## src/rtl/kfpga_config_loader.sv

```systemverilog
// kfpga_config_loader: serializes host config words LSB-first into the FPGA core config scan chain
//   clock, reset          : single clock (shared with core config_clock), synchronous active-high reset
//   start, abort          : one-cycle load request when idle/done; level abort of a running load
//   s_data/s_valid/s_ready: host configuration word stream
//   config_data/_enable/_nreset : drive of the core chain (config_in, shift enable, active-low clear)
//   busy, done, bit_count : load status and number of bits shifted in the current load
module kfpga_config_loader #(
  parameter int DATA_WIDTH   = 8,
  parameter int CHAIN_LENGTH = 128,
  parameter int CLEAR_CYCLES = 4,
  parameter int CNT_W        = 16
) (
  input  logic                  clock,
  input  logic                  reset,
  input  logic                  start,
  input  logic                  abort,
  input  logic [DATA_WIDTH-1:0] s_data,
  input  logic                  s_valid,
  output logic                  s_ready,
  output logic                  config_data,
  output logic                  config_enable,
  output logic                  config_nreset,
  output logic                  busy,
  output logic                  done,
  output logic [CNT_W-1:0]      bit_count
);
  localparam int IW = $clog2(DATA_WIDTH + 1);
  localparam int CW = $clog2(CLEAR_CYCLES + 1);
  typedef enum logic [2:0] {IDLE, CLEAR, WAIT, SHIFT, DONE} state_t;
  state_t state_q, state_d;
  logic [DATA_WIDTH-1:0] sh_q, sh_d;
  logic [CNT_W-1:0] cnt_q, cnt_d;
  logic [IW-1:0] idx_q, idx_d;
  logic [CW-1:0] clr_q, clr_d;
  always_ff @(posedge clock)
    if (reset) begin
      state_q <= IDLE;
      sh_q    <= '0;
      cnt_q   <= '0;
      idx_q   <= '0;
      clr_q   <= '0;
    end else begin
      state_q <= state_d;
      sh_q    <= sh_d;
      cnt_q   <= cnt_d;
      idx_q   <= idx_d;
      clr_q   <= clr_d;
    end
  always_comb begin
    state_d = state_q;
    sh_d    = sh_q;
    cnt_d   = cnt_q;
    idx_d   = idx_q;
    clr_d   = clr_q;
    case (state_q)
      IDLE, DONE: if (start) begin
        state_d = CLEAR;
        cnt_d   = '0;
        clr_d   = '0;
      end
      CLEAR: begin
        clr_d   = clr_q + CW'(1);
        state_d = (clr_q == CW'(CLEAR_CYCLES - 1)) ? WAIT : CLEAR;
      end
      WAIT: if (s_valid) begin
        sh_d    = s_data;
        idx_d   = '0;
        state_d = SHIFT;
      end
      SHIFT: begin
        sh_d    = sh_q >> 1;
        cnt_d   = cnt_q + CNT_W'(1);
        idx_d   = idx_q + IW'(1);
        // chain completion wins over word end: leftover bits of the last word are dropped
        state_d = (cnt_d == CNT_W'(CHAIN_LENGTH)) ? DONE :
                  (idx_d == IW'(DATA_WIDTH))      ? WAIT : SHIFT;
      end
      default: state_d = IDLE;
    endcase
    // abort overrides handshake and completion; the shift counted this cycle is kept
    if (abort && busy) state_d = IDLE;
  end
  assign s_ready       = state_q == WAIT;
  assign config_enable = state_q == SHIFT;
  assign config_data   = config_enable & sh_q[0];
  assign config_nreset = state_q != CLEAR;
  assign busy          = state_q inside {CLEAR, WAIT, SHIFT};
  assign done          = state_q == DONE;
  assign bit_count     = cnt_q;
endmodule

```

## config.mk

```make
export PLATFORM = sky130hd
export DESIGN_NAME = kfpga_config_loader
export DESIGN_NICKNAME = d
export VERILOG_FILES = /design/src/rtl/kfpga_config_loader.sv
export SDC_FILE = /design/constraint.sdc
export NUM_CORES = 1
export LEC_CHECK = 0
export ABC_CLOCK_PERIOD_IN_PS = 3200
export BUFFER_PORTS_ARGS = -buffer_cell sky130_fd_sc_hd__buf_2
export CAP_MARGIN = 20
export CORE_MARGIN = 2
export CORE_UTILIZATION = 30
export CTS_BUF_LIST = sky130_fd_sc_hd__clkbuf_8 sky130_fd_sc_hd__clkbuf_16
export DETAILED_ROUTE_END_ITERATION = 8
export GPL_TIMING_DRIVEN = 0
export SLEW_MARGIN = 20
export SYNTH_ARGS = -nofsm -noshare
export SYNTH_HDL_FRONTEND = slang
export SYNTH_SLANG_ARGS = --single-unit
export TNS_END_PERCENT = 10
```

## constraint.sdc

```tcl
create_clock -name clock -period 3.2 [get_ports clock]
set_clock_uncertainty 0.15 [all_clocks]
set_input_delay 0.96 -clock clock [delete_from_list [all_inputs] [get_ports clock]]
set_output_delay 0.96 -clock clock [all_outputs]
set_load 0.005 [all_outputs]
```

==> metrics.yaml <==
place_ws_ns: 0.510
end_kind: "output port"
design.die.area_mm2: 0.00753
synth.area.top_cells: "dfxtp_1, nor2_1, a21oi_1"
cts_sinks: 34
fin_area_mm2: 0.00242
pwr-share-clk_pct: 41.1
h-tree-depth: 2
slew-limit-headroom_pct: 59.2
pwr-share-seq_pct: 51.7
setup_viol_count_final: 0
synth_nets: 295
drv_cap: 0
wl_per_cell_um: 13.7
ant_nets: 0
root_buffer: "clkbuf_8"
synth_top_area_cell: "dfxtp_1"
grt_start_max_net_pins: 12
die_y_um: 86.8
syn_area_mm2: 0.00205
worstPathArrival_ns: 1.86
numCtsBuffers: 5
worst_slew_pin_slew_ns: 0.609
powerDensity_mw_per_mm2: 342
min_period_over_period_pct: 92.9
total_leakage_power_nw: 0.969
worst-path-max-fanout: 10
ys_ff_latch: 34
p_comb_share_pct: 7.2
placed_area_mm2: 0.00232
insertion_delay_ns: 0.29
postCtsSetupRepairBufs: 0
synthArstFlopShare_pct: 0
post-place-cells: 391
critical_path_class: "reg -> out"
fin_cells: 399
clk_pin_slew_ns: 0.08
switching_share_pct: 25.3
synth-edff-count: 0
via_per_inst: 5.30
critPathLaunchType: "register"
clock_path_buffers: 2
design.core.area_mm2: 0.00672
portBuffers: 34
nets: 336
cp.required_ns: 2.09
rows: 30
fillers: 742
syn_inst: 277
diodes: 0
grt_pass1_vias: 1966
drive_gt1_share_pct: 17.9
finalSetupTns_ns: 0
grt_pass1_wl_mm: 9.34
track_usage_pct: 15.5
layout_setup_ws_ns: 0.228
finalHoldViolations: 0
status: "complete, no violations"
yosysSeqAreaShare_pct: 33.1
place.detailed.hpwl_mm: 3.93
yosys_warnings: 0
synth_top_area_share_pct: 33.1
period_minus_slack_ns: 2.97
internal_power_uw: 619
peakVddDrop_uv: 129
antenna_found_initial: 0
initial_core_util_pct: 30.6
switchingPower_uw: 210
die_w_um: 86.8
drt-initial-drc-count: 165
drc_errors: 0
rsz0062_at_grt: "no"
synth_flop_cell: "dfxtp_1"
wl_mm: 5.49
maxSlewViolCount: 0
gp_congestion: 0.827
vias: 2113
tritoncts: "done"
io_pins: 35
ys_types: 49
cts_hold_buf: 0
hold_class: "reg -> reg"
grt-ovfl-total: 0
area_growth_pct: 17.8
cts.repair.resized: 0
firstDrtPassIters: 4
fmax_mhz: 337
postSynthAreaPerCell_um2: 7.42
synthesized netlist by cell type (2+ instances only):
cell type and number:
a21oi_1 28, nand4_1 7, nor3_1 9, o221ai_1 4, and2_1 3, or4_1 3, dfxtp_1 34, buf_2 8
o21ai_0 15, mux2i_1 2, inv_1 5, xnor2_1 5, nor3b_1 2, nand3_1 9, a31oi_1 8, ha_1 5
nor2_1 49, nand2_1 21, a311oi_1 6, nand2b_1 2, a22oi_1 7, or3_1 3, and4_1 2, clkbuf_1 14
and3_1 2
power by group through the flow:
stage               sequential, mW  combinational, mW  clock (mW)
floorplan                    0.437             0.0355           0
global placement             0.438             0.0595           0
detailed placement           0.438             0.0594           0
CTS                          0.428             0.0600       0.354
global route                 0.429             0.0675       0.374
finish                       0.428             0.0595       0.341
stage by stage:
stage | hold slack, ns | total power [mW] | utilization, %
3_3_place_gp | 0.318 | 0.497 | 34.6
6_report | 0.331 | 0.829 | 36.0
3_5_place_dp | 0.323 | 0.498 | 34.6
4_1_cts | 0.335 | 0.842 | 36.0
5_1_grt | 0.357 | 0.870 | 36.0
2_1_floorplan | 0.287 | 0.473 | -
logic make-up after synthesis:
group                    after synthesis  share of synthesized area (%)
AO/OA/AOI/OAI                         79                           24.3
XOR/XNOR                               5                           2.13
adder cells (fa/ha/maj)                5                           3.05
buffers and inverters                 30                           6.33
flip-flops                            34                           33.1
multiplexers                           2                          0.974
AND/OR/NAND/NOR                      122                           30.1
layer usage:
layer | part of all wire (%) | up-vias | global-route usage, %
met4 | 0.46 | 0 | 3.84
met1 | 48 | 966 | 21.1
met3 | 5.4 | 4 | 3.43
met2 | 46 | 57 | 24.8
li1 | - | 1086 | -
met5 | 0 | - | 0
flip-flops by register name (all words and copies together) (netlist names):
| register | flops |
|---|---|
| clr_q | 3 |
| bit_count | 16 |
| sh_q | 8 |
| state_q | 3 |
| idx_q | 4 |
path summary, 6_finish.rpt:
path	startpoint	end	slack, ns	depth (start not counted)
max	state_q[1]	config_data	0.23	7
min	sh_q[6]	sh_q[6]	0.33	2
max reg2reg	bit_count[0]	state_q[1]	0.82	7
min reg2reg	sh_q[6]	sh_q[6]	0.33	2
critical path: stages, from the launching register on:
cell and delay, ns:
dfxtp_1 0.31, clkbuf_1 0.28, and2b_1 0.23, nand2_1 0.12, inv_2 0.12, buf_2 0.25, and2_1 0.16, buf_2 0.11
placed cells by master (no fill, tap or decap), types with 2 or more instances in the layout:
cell      count
xnor2_1       5
clkbuf_8      6
buf_2        42
a311oi_1      6
nor2_1       49
and3_1        2
a31oi_1       8
a21oi_1      28
or3_1         3
and4_1        2
ha_1          5
nor3_1        9
a22oi_1       7
clkbuf_1     14
nor3b_1       2
mux2i_1       2
nand2_1      21
inv_1         5
and2_1        3
o221ai_1      4
nand2b_1      2
dfxtp_1      34
nand4_1       7
nand3_1       9
o21ai_0      15
or4_1         3
area by class of cell:
type / instances / area [µm²] / area share (%)
buffer: 24 / 108 / 4.45
clock buffer: 6 / 82.6 / 3.41
timing repair buffer: 34 / 170 / 7.03
inverter: 6 / 22.5 / 0.931
tap: 80 / 100 / 4.14
multi-input combinational: 213 / 1240 / 51.4
sequential: 34 / 681 / 28.1
clock inverter: 2 / 12.5 / 0.517
Note: power is estimated with default switching activity, not from simulation.
